**config.mk**
```make
export PLATFORM = sky130hd
export DESIGN_NAME = mem_arbiter
export DESIGN_NICKNAME = d
export VERILOG_FILES = /design/src/rtl/mem_arbiter_pkg.sv /design/src/rtl/mem_arb_stats.sv /design/src/rtl/mem_arbiter.sv
export SDC_FILE = /design/constraint.sdc
export NUM_CORES = 1
export LEC_CHECK = 0
export BUFFER_PORTS_ARGS = -buffer_cell sky130_fd_sc_hd__buf_2
export CAP_MARGIN = 20
export CORE_AREA = 2 2 145 147
export DETAILED_ROUTE_END_ITERATION = 10
export DIE_AREA = 0 0 147 149
export HOLD_SLACK_MARGIN = 0.08
export PLACE_DENSITY = 0.49
export SLEW_MARGIN = 30
export SYNTH_ARGS = -nofsm -noshare
export SYNTH_HDL_FRONTEND = slang
export SYNTH_SLANG_ARGS = --single-unit
```
**constraint.sdc**
```tcl
create_clock -name clk -period 2.76 [get_ports clk]
set_clock_uncertainty 0.05 [all_clocks]
set_input_delay 0.414 -clock clk [delete_from_list [all_inputs] [get_ports clk]]
set_output_delay 0.414 -clock clk [all_outputs]
set_load 0.005 [all_outputs]
```
**src/rtl/mem_arbiter_pkg.sv**
```systemverilog
// Shared types for the two-port memory arbiter.
// Port index enum and burst counter width.
package cpu_types;

    typedef enum logic {
        PORT_CPU = 1'b0,
        PORT_AUX = 1'b1
    } mem_port_t;

    localparam int MEM_ARB_BURST_W = 8;

endpackage

```
**src/rtl/mem_arb_stats.sv**
```systemverilog
// Grant and wait statistics for mem_arbiter.
// Counters wrap modulo 2^32; cleared by synchronous reset.
module mem_arb_stats (
    input  logic        clk,
    input  logic        rst,
    input  logic        req0,
    input  logic        req1,
    input  logic        ready0,
    input  logic        ready1,
    output logic [31:0] grant_cnt0,
    output logic [31:0] grant_cnt1,
    output logic [31:0] wait_cnt
);

    logic [31:0] grant_cnt0_q, grant_cnt0_d;
    logic [31:0] grant_cnt1_q, grant_cnt1_d;
    logic [31:0] wait_cnt_q, wait_cnt_d;
    logic        waiting;

    // Next counter values: one grant per port, one wait per stalled cycle.
    always_comb begin
        waiting      = (req0 & ~ready0) | (req1 & ~ready1);
        grant_cnt0_d = grant_cnt0_q + {31'd0, ready0};
        grant_cnt1_d = grant_cnt1_q + {31'd0, ready1};
        wait_cnt_d   = wait_cnt_q + {31'd0, waiting};
    end

    // Counter registers.
    always_ff @(posedge clk) begin
        if (rst) begin
            grant_cnt0_q <= '0;
            grant_cnt1_q <= '0;
            wait_cnt_q   <= '0;
        end else begin
            grant_cnt0_q <= grant_cnt0_d;
            grant_cnt1_q <= grant_cnt1_d;
            wait_cnt_q   <= wait_cnt_d;
        end
    end

    assign grant_cnt0 = grant_cnt0_q;
    assign grant_cnt1 = grant_cnt1_q;
    assign wait_cnt   = wait_cnt_q;

endmodule

```
**src/rtl/mem_arbiter.sv**
```systemverilog
// Two-port zero-latency memory arbiter: round-robin with bounded lock bursts.
// Optional statistics counters enabled by macro MEM_ARB_STATS_EN.
module mem_arbiter
    import cpu_types::*;
#(
    parameter int MAX_BURST = 4,
    parameter int ADDR_W    = 32
) (
    input  logic              clk,
    input  logic              rst,
    input  logic              req0,
    input  logic              req1,
    input  logic              lock0,
    input  logic              lock1,
    input  logic [ADDR_W-1:0] addr0,
    input  logic [ADDR_W-1:0] addr1,
    input  logic [31:0]       wdata0,
    input  logic [31:0]       wdata1,
    input  logic [3:0]        be0,
    input  logic [3:0]        be1,
    input  logic              we0,
    input  logic              we1,
    output logic              ready0,
    output logic              ready1,
    output logic [31:0]       rdata,
    output logic [ADDR_W-1:0] memory_address,
    output logic [31:0]       memory_write,
    output logic [3:0]        memory_byte_enable,
    output logic              memory_we,
    input  logic [31:0]       memory_out,
    output logic [31:0]       grant_cnt0,
    output logic [31:0]       grant_cnt1,
    output logic [31:0]       wait_cnt
);

    localparam logic [MEM_ARB_BURST_W-1:0] BURST_LIM =
        MEM_ARB_BURST_W'(MAX_BURST - 1);

    mem_port_t                  last_q, last_d;
    mem_port_t                  owner_q, owner_d;
    logic                       owner_valid_q, owner_valid_d;
    logic [MEM_ARB_BURST_W-1:0] burst_cnt_q, burst_cnt_d;

    logic      own_req;
    logic      own_lock;
    logic      lock_hold;
    logic      grant_valid;
    mem_port_t grant_port;
    logic      grant_lock;

    // Arbitration decision and RAM-side mux, purely combinational.
    always_comb begin
        own_req     = (owner_q == PORT_AUX) ? req1 : req0;
        own_lock    = (owner_q == PORT_AUX) ? lock1 : lock0;
        lock_hold   = owner_valid_q & own_req & own_lock &
                      (burst_cnt_q < BURST_LIM);
        grant_valid = 1'b0;
        grant_port  = PORT_CPU;
        if (!rst) begin
            if (lock_hold) begin
                grant_valid = 1'b1;
                grant_port  = owner_q;
            end else if (req0 && req1) begin
                grant_valid = 1'b1;
                grant_port  = (last_q == PORT_CPU) ? PORT_AUX : PORT_CPU;
            end else if (req0) begin
                grant_valid = 1'b1;
                grant_port  = PORT_CPU;
            end else if (req1) begin
                grant_valid = 1'b1;
                grant_port  = PORT_AUX;
            end
        end
        grant_lock = (grant_port == PORT_AUX) ? lock1 : lock0;

        ready0             = grant_valid & (grant_port == PORT_CPU);
        ready1             = grant_valid & (grant_port == PORT_AUX);
        memory_address     = '0;
        memory_write       = '0;
        memory_byte_enable = '0;
        memory_we          = 1'b0;
        if (ready0) begin
            memory_address     = addr0;
            memory_write       = wdata0;
            memory_byte_enable = be0;
            memory_we          = we0;
        end else if (ready1) begin
            memory_address     = addr1;
            memory_write       = wdata1;
            memory_byte_enable = be1;
            memory_we          = we1;
        end
        rdata = memory_out;
    end

    // Next ownership / round-robin state.
    always_comb begin
        last_d        = last_q;
        owner_d       = owner_q;
        owner_valid_d = 1'b0;
        burst_cnt_d   = '0;
        if (grant_valid) begin
            last_d        = grant_port;
            owner_d       = grant_port;
            owner_valid_d = grant_lock;
            burst_cnt_d   = lock_hold ? burst_cnt_q + 1'b1 : '0;
        end
    end

    // State registers; port 0 wins the first tie after reset.
    always_ff @(posedge clk) begin
        if (rst) begin
            last_q        <= PORT_AUX;
            owner_q       <= PORT_CPU;
            owner_valid_q <= 1'b0;
            burst_cnt_q   <= '0;
        end else begin
            last_q        <= last_d;
            owner_q       <= owner_d;
            owner_valid_q <= owner_valid_d;
            burst_cnt_q   <= burst_cnt_d;
        end
    end

`ifdef MEM_ARB_STATS_EN
    mem_arb_stats u_stats (
        .clk        (clk),
        .rst        (rst),
        .req0       (req0),
        .req1       (req1),
        .ready0     (ready0),
        .ready1     (ready1),
        .grant_cnt0 (grant_cnt0),
        .grant_cnt1 (grant_cnt1),
        .wait_cnt   (wait_cnt)
    );
`else
    assign grant_cnt0 = '0;
    assign grant_cnt1 = '0;
    assign wait_cnt   = '0;
`endif

endmodule
```
==> impl_results.md, run 1 <==
* Status: finished, violations left
* Failing checks: negative setup slack
* RSZ-0062 raised after global routing: true
* Final critical-path required period at 2.87 ns
* Clock sink count at 11
* CTS tree: built
* ANT nets after route at 0
* Synth Cell Area at 2100 um2
* Final setup violation count at 65
* H-tree depth at 1
* Power density cells at 261 nW/um2
* CP Max Fanout at 18
* Final worst setup slack at -0.112 ns
* Insertion delay to the later sink of the worst-skew pair at 0.24 ns
* Peak VDD IR at between 300 and 400 uV
* Avg WL per Cell at 11.1 um
* Crit Path Class: register to primary output
* WP data required at 2.30 ns
* Die H at between 100 and 150 um
* CP endpoint kind: primary output
* Fin. max-slew vios at 0
* Power, Total at 0.795 mW
* Row cnt at between 50 and 60
* Area delta synth->final at 44.9%
* Max clock buf depth at 2
* Clock root buffer: clkbuf_16
* Tot GR Track Use at 5.82%
* Final Wtd Congestion at roughly 0.80
* Initial DRC count at 75
* Number of remaining DRC errors at 0
* CTS Buf Count at 3
* GRT overflow at 0
* Synth warn at 0
* Via density at 3.10
* Commonest non-fill, non-tap cell in the layout: buf_2
* N_diodes at 0
* Largest net degree at the start of global routing at 44
* Yosys cell types at 26
* P_leak at 1.76 nW
* Syn avg cell area at 8.52 um2
* Place WS at 0.0133 ns
* # port buffers at 214
* Post-synthesis sequential area ratio at a little over a tenth
* HP Class: input port to register
* Routed WL at 7870 um
* Most frequent cells in the layout: buf_2 (211), conb_1 (102), a22o_1 (69), dfxtp_1 (10), buf_6 (7)
* DPL Wire Length at 6300 um
* CP arrival at roughly 2.4 ns
* Clock-pin slew on the worst setup and hold paths at around 0.040 ns
* Number of synthesized register bits at 11
* Core Box Area at 20600 um2
* Initial Util at between 10% and 20%
* Nets at roughly 600
* Synth Instances at 247
* Boundary Pins at 375
* Die ar. at 21900 um2
* Fmax at 0.348 GHz
* Layout cell share with drive strength beyond 1 at 54.5%
* Crit path launch type: register
* Vias in the first global route at ~1800
* Pre-antenna DRT Iters at 4
* Initial antenna violation count at 0
* Final hold violations at 0
* Die Wd at roughly 150 um
* Max_cap viols at 0
* Global-route wire length before repair at just over 10000 um
* Total number of vias at 2194
* Setup TNS at -3.07 ns
* Tcrit/Tclk final at 104%
## timing repair
action / 4_1_cts / 5_1_grt
endpoints found under the setup margin: 70 / 70
pin swaps: 26 / 2
hold buffers: 0 / 0
cloned: 0 / 2
gates resized for setup: 6 / 4
buffers inserted: 1 / 2
## where the power goes
| part | switching, mW | internal [mW] |
|---|---|---|
| combinational | 0.172 | 0.192 |
| sequential | 0.00300 | 0.168 |
| clock | 0.0662 | 0.193 |
| total | 0.241 | 0.553 |
## routing by layer
layer	vias to the layer above	track usage (%)	share of wire, %
met5	-	0	0
met4	0	1.92	2.2
met3	22	1.25	9.6
met2	177	9.72	46
met1	965	7.48	42
li1	1030	-	-
## stage by stage
stage,util (%),cell area (um2),std cells,hold WS (ns)
global placement,14.1,2900,700,0.369
global route,14.8,3050,708,0.295
CTS,14.6,3000,705,0.295
finish,14.8,3050,708,0.298
detailed placement,14.1,2900,700,0.376
floorplan,-,2480,348,0.355
## final timing paths
kind	endpoint	slack, ns	cells after the start	start
min reg2reg	burst_cnt_q[0]	0.36	1	burst_cnt_q[0]
min	burst_cnt_q[0]	0.30	2	rst
max	memory_address[31]	-0.11	8	burst_cnt_q[0]
max reg2reg	owner_valid_q	0.60	7	burst_cnt_q[0]
## critical path: stages (launching register included)
cell     delay [ns]
dfxtp_2        0.31
ha_2           0.17
or4b_4         0.50
a211o_4        0.32
mux2i_4        0.20
buf_6          0.15
buf_12         0.15
a22o_1         0.22
buf_2          0.14
## cell families (layout without fill, tap and decap cells)
family	Yosys count	count (layout)	synth area share [%]
DFF	11	11	10.5
other	1	102	0.178
adders and majority gates	1	1	0.595
AOI/OAI and AO/OA	79	79	32.9
buffers and inverters	144	229	51.6
and+or+nand+nor	10	10	3.21
muxes	1	1	1.07
## synth_stat cells
cell,number,area share [%]
a211o_4,1,0.83
a211oi_1,1,0.36
a21o_2,1,0.42
a21oi_1,1,0.24
a21oi_4,1,0.77
a22o_1,69,29
a22o_2,1,0.48
and3_1,1,0.30
buf_2,6,1.4
buf_4,128,46
buf_6,7,3.7
clkbuf_4,1,0.36
conb_1,1,0.18
dfxtp_1,11,10
ha_1,1,0.59
inv_1,2,0.36
mux2i_4,1,1.1
nand2_1,2,0.36
nand3_1,2,0.48
nand3b_1,1,0.36
nor3_1,1,0.24
o21ai_0,3,0.71
o31ai_1,1,0.36
or2_2,1,0.30
or4_4,1,0.54
or4b_4,1,0.65
## final cells by class
type	instances	area (um2)
clock buffer	4	78.8
fill	2379	17500
inverter	2	7.51
multi-input combinational	193	1180
sequential	11	221
tap	275	344
timing repair buffer	223	1210
## flip-flops by register name, indices dropped and copies added (netlist names)
signal,cells
owner_valid_q,1
burst_cnt_q,8
owner_q,1
last_q,1
(Power assumes the default switching activity.)
==> run 2: changes to the inputs <==
--- a/config.mk
+++ b/config.mk
@@ -11,6 +11,7 @@
 export DETAILED_ROUTE_END_ITERATION = 10
 export DIE_AREA = 0 0 147 149
 export HOLD_SLACK_MARGIN = 0.08
+export MAX_ROUTING_LAYER = met4
 export PLACE_DENSITY = 0.49
 export SLEW_MARGIN = 30
 export SYNTH_ARGS = -nofsm -noshare
==> impl_results.md, run 2 (synthesized netlist as in run 1, its figures left out) <==
* Row cnt at 53
* Status: finished, violations left
* Failing checks: negative setup slack
* Tcrit/Tclk final at 104%
* Final worst setup slack at -0.109 ns
* Max reg flops at 8
* P_leak at 1.76 nW
* CTS Buf Count at 3
* Layout cell share with drive strength beyond 1 at 54.5%
* Via density at just over 3
* Die H at about 150 um
* Most frequent cells in the layout: buf_2 (211), conb_1 (102), a22o_1 (69), dfxtp_1 (10), buf_6 (7)
* CP arrival at about 2.4 ns
* Vias in the first global route at 1829
* Number of remaining DRC errors at 0
* Routed WL at 7880 um
* Fmax at approximately 0.35 GHz
* Commonest non-fill, non-tap cell in the layout: buf_2
* WP data required at 2.30 ns
* Util after Layout at 14.8%
* Final critical-path required period at 2.87 ns
* GRT overflow at 0
* CP Max Fanout at 18
* Final Wtd Congestion at between 0.8 and 0.9
* Die ar. at 21900 um2
* Clock root buffer: clkbuf_16
* Peak VDD IR at 308 uV
* FF-to-FF path depth at 7
* Die Wd at 147 um
* Crit Path Class: register to primary output
* Final hold violations at 0
* DPL Wire Length at 6300 um
* Largest net degree at the start of global routing at 44
* Initial DRC count at 71
* Global-route wire length before repair at 10200 um
* Largest register by flop count: burst_cnt_q
* Area delta synth->final at 44.9%
* # port buffers at ~210
* Post-CTS Hold Fix Bufs at 0
* Core Box Area at 20600 um2
* Total number of vias at 2203
* Power density cells at 261 nW/um2
* RSZ-0062 raised after global routing: true
* Tot GR Track Use at 5.99%
* Clock-pin slew on the worst setup and hold paths at 0.04 ns
* CP endpoint kind: primary output
* N_diodes at 0
* CTS tree: built
* HP Class: input port to register
* ANT nets after route at 0
* Max_cap viols at 0
* Boundary Pins at 375
* Clock sink count at 11
* Fin. max-slew vios at 0
* Final setup violation count at 65
* Avg WL per Cell at 11.1 um
* Nets at about 610
* Max clock buf depth at 2
* Setup TNS at -3.07 ns
* Initial Util at 10.2%
* Crit path launch type: register
* H-tree depth at 1
* Reg-to-reg slack, setup at about 0.60 ns
* Pre-antenna DRT Iters at 4
* Initial antenna violation count at 0
* Cells on Worst Hold Path at 2
* Insertion delay to the later sink of the worst-skew pair at 0.24 ns
[run 2: cell counts in the layout (fill, tap and decap cells not counted)]
No cell type changed its count.
[run 2: layout make-up]
| class | count | area, um2 |
|---|---|---|
| clock buffers | 4 | 78.8 |
| well taps | 275 | 344 |
| inverters | 2 | 7.51 |
| repair buffers | 223 | 1210 |
| fillers | 2379 | 17500 |
| flip-flops and latches | 11 | 221 |
| multi-input cells | 193 | 1180 |
[run 2: where the power goes]
group          internal, mW  switching (mW)  total [mW]  leakage, nW
sequential            0.168         0.00300       0.171       0.0922
combinational         0.192           0.172       0.364         1.63
clock                 0.193          0.0662       0.260       0.0382
total                 0.553           0.241       0.795         1.76
[run 2: layer usage]
layer / wire, um / vias up / GRT usage, %
met1: 3290 / 974 / 7.49
met2: 3660 / 177 / 9.72
met3: 751 / 22 / 1.25
li1: - / 1030 / -
met4: 177 / 0 / 1.92
met5: 0 / - / -
[run 2: worst paths after layout]
kind,startpoint,to
worst max-delay path,burst_cnt_q[0],memory_address[31]
worst min-delay path,rst,burst_cnt_q[0]
worst max register to register,burst_cnt_q[0],owner_valid_q
worst min register to register,burst_cnt_q[0],burst_cnt_q[0]
[run 2: what timing repair did]
action	CTS	global route
cloned	0	2
setup endpoints to repair	70	70
buffers inserted	1	2
pin swaps	26	2
resized for setup	6	4
[run 2: critical path: stages (launching register included)]
cell	delay, ns
dfxtp_2	0.31
ha_2	0.17
or4b_4	0.50
a211o_4	0.32
mux2i_4	0.20
buf_6	0.15
buf_12	0.15
a22o_1	0.21
buf_2	0.13
[run 2: per-stage QoR]
stage / hold slack [ns] / power [mW] / area, um2 / cells / setup slack, ns
finish: 0.298 / 0.795 / 3050 / 708 / -0.109
floorplan: 0.355 / 0.468 / 2480 / 348 / 0.353
CTS: 0.295 / 0.789 / 3000 / 705 / -0.153
detailed placement: 0.376 / 0.521 / 2900 / 700 / 0.0133
global placement: 0.369 / 0.522 / 2900 / 700 / 0.0351
global route: 0.295 / 0.852 / 3050 / 708 / -0.160
==> run 3: changes to the inputs <==
--- a/config.mk
+++ b/config.mk
@@ -7,12 +7,12 @@
 export LEC_CHECK = 0
 export BUFFER_PORTS_ARGS = -buffer_cell sky130_fd_sc_hd__buf_2
 export CAP_MARGIN = 20
-export CORE_AREA = 2 2 145 147
+export CORE_AREA = 2 2 146 148
 export DETAILED_ROUTE_END_ITERATION = 10
-export DIE_AREA = 0 0 147 149
+export DIE_AREA = 0 0 148 150
 export HOLD_SLACK_MARGIN = 0.08
 export MAX_ROUTING_LAYER = met4
-export PLACE_DENSITY = 0.49
+export PLACE_DENSITY = 0.5
 export SLEW_MARGIN = 30
 export SYNTH_ARGS = -nofsm -noshare
 export SYNTH_HDL_FRONTEND = slang
==> constraint.sdc (replaced) <==
create_clock -name clk -period 2.39 [get_ports clk]
set_clock_uncertainty 0.05 [all_clocks]
set_input_delay 0.3585 -clock clk [delete_from_list [all_inputs] [get_ports clk]]
set_output_delay 0.3585 -clock clk [all_outputs]
set_load 0.005 [all_outputs]
==> impl_results.md, run 3 (synthesized netlist as in run 1, its figures left out) <==
* Largest register by flop count: burst_cnt_q
* Util after Layout at between 10% and 20%
* Initial DRC count at 82
* CP endpoint kind: primary output
* ANT nets after route at 0
* Max_cap viols at 0
* Die Wd at ~150 um
* Final setup violation count at 71
* Initial Util at 10.2%
* Fin. max-slew vios at 0
* Die ar. at 22200 um2
* Via density at 3.13
* # port buffers at roughly 210
* Fin area at 3220 um2
* Layout cell share with drive strength beyond 1 at 55.0%
* Peak VDD IR at ~410 uV
* Commonest non-fill, non-tap cell in the layout: buf_2
* Crit path depth at 8
* P_leak at 1.83 nW
* CP arrival at 2.45 ns
* Clock root buffer: clkbuf_16
* DR WL met3 at 734 um
* Status: finished, violations left
* Tcrit/Tclk final at 120%
* Boundary Pins at about 380
* Clock-pin slew on the worst setup and hold paths at 0.04 ns
* Post-CTS Hold Fix Bufs at 0
* Max reg flops at 8
* Power, Total at 0.962 mW
* GRT overflow at 0
* Max clock buf depth at 2
* Final worst setup slack at -0.468 ns
* Number of remaining DRC errors at 0
* Cells on Worst Hold Path at 2
* Critical path's slowest cell: or4b_4
* Vias in the first global route at 1856
* CP Cell Sequence: ha_2, or4b_4, a211o_4, mux2i_4, buf_12, buf_12, a22o_1, buf_2
* Cell family with most CP delay: compound AO/OA/AOI/OAI gates
* CTS tree: built
* Most frequent cells in the layout: buf_2 (209), conb_1 (102), a22o_1 (69), dfxtp_1 (10)
* Max Used Layer: met4
* Wire length on met1 at 3970 um
* Tot GR Track Use at 6.92%
* Crit Path Class: register to primary output
* Avg WL per Cell at approximately 13 um
* Routed WL at 9160 um
* Final Wtd Congestion at 0.743
* Power density cells at around 300 nW/um2
* Met2 WL at around 4200 um
* Initial antenna violation count at 1
* HP Class: input port to register
* Max incr delay on CP at around 0.5 ns
* Placed cell areas at ~3000 um2
* Core Box Area at 20700 um2
* Most used cell, CP: buf_12
* Pre-antenna DRT Iters at 4
* CP Max Fanout at 9
* Failing checks: negative setup slack
* Final hold violations at 0
* Crit path launch type: register
* Nets at about 620
* Global-route wire length before repair at 11200 um
* DPL Wire Length at just under 7000 um
* Total number of vias at approximately 2200
* Largest net degree at the start of global routing at 37
* Area delta synth->final at 53.1%
* RSZ-0062 raised after global routing: true
* Row cnt at 53
* CTS Buf Count at 3
* Final critical-path required period at 2.86 ns
* FF-to-FF path depth at 7
* Die H at 150 um
* Buf/Inv on CP at 3
* H-tree depth at 1
* Clock sink count at 11
* WP data required at 1.98 ns
* Fmax at 0.350 GHz
* Insertion delay to the later sink of the worst-skew pair at 0.24 ns
## run 3: changes by cell type in the layout (fill, tap and decap cells not counted)
| cell | delta |
|---|---|
| buf_12 | +3 |
| buf_16 | +4 |
| buf_2 | -2 |
| buf_4 | +1 |
| buf_6 | -2 |
| clkbuf_16 | +1 |
| diode_2 | +1 |
## run 3: through the flow
| step | setup slack (ns) | hold slack [ns] | instances | TNS (ns) |
|---|---|---|---|---|
| 6_report | -0.468 | 0.252 | 714 | -27.96 |
| 3_3_place_gp | -0.228 | 0.366 | 701 | -9.75 |
| 5_1_grt | -0.525 | 0.272 | 714 | -33.08 |
| 2_1_floorplan | 0.0387 | 0.355 | 348 | 0 |
| 3_5_place_dp | -0.241 | 0.385 | 701 | -10.77 |
| 4_1_cts | -0.463 | 0.251 | 711 | -27.74 |
## run 3: layout make-up
cell class                      count  area, um2
Clock buffer                        4       78.8
Multi-Input combinational cell    193       1180
Fill cell                        2388      17500
Antenna cell                        1       2.50
Sequential cell                    11        221
Timing Repair Buffer              228       1390
Tap cell                          275        344
Inverter                            2       7.51
## run 3: worst paths after layout
| kind | start | end | slack (ns) |
|---|---|---|---|
| worst max-delay path | burst_cnt_q[0] | memory_address[22] | -0.47 |
| worst min-delay path | rst | burst_cnt_q[0] | 0.25 |
| worst max register to register | burst_cnt_q[0] | owner_valid_q | 0.19 |
| worst min register to register | burst_cnt_q[0] | burst_cnt_q[0] | 0.36 |
## run 3: metal layers
layer / vias up / track usage, %
met2: 161 / 11.4
met4: 0 / 1.81
met3: 21 / 1.40
met5: - / -
met1: 1006 / 8.67
li1: 1046 / -
## run 3: repair_timing
action                     4_1_cts  5_1_grt
setup endpoints to repair       71       71
gates cloned                     4        2
pin swaps                        3        1
gates resized for setup         11        6
setup buffers                    2        0
## run 3: worst reg2reg max path: stages, from the launching register on
cell and delay (ns):
dfxtp_2 0.32, ha_2 0.17, or4b_4 0.49, a211o_4 0.32, mux2i_4 0.21, buf_4 0.17
buf_16 0.16, a22o_2 0.21
## run 3: power breakdown
| part | total (mW) | switching [mW] | internal (mW) |
|---|---|---|---|
| logic | 0.462 | 0.214 | 0.249 |
| registers | 0.197 | 0.00338 | 0.193 |
| clock network | 0.303 | 0.0793 | 0.224 |
| total | 0.962 | 0.296 | 0.666 |
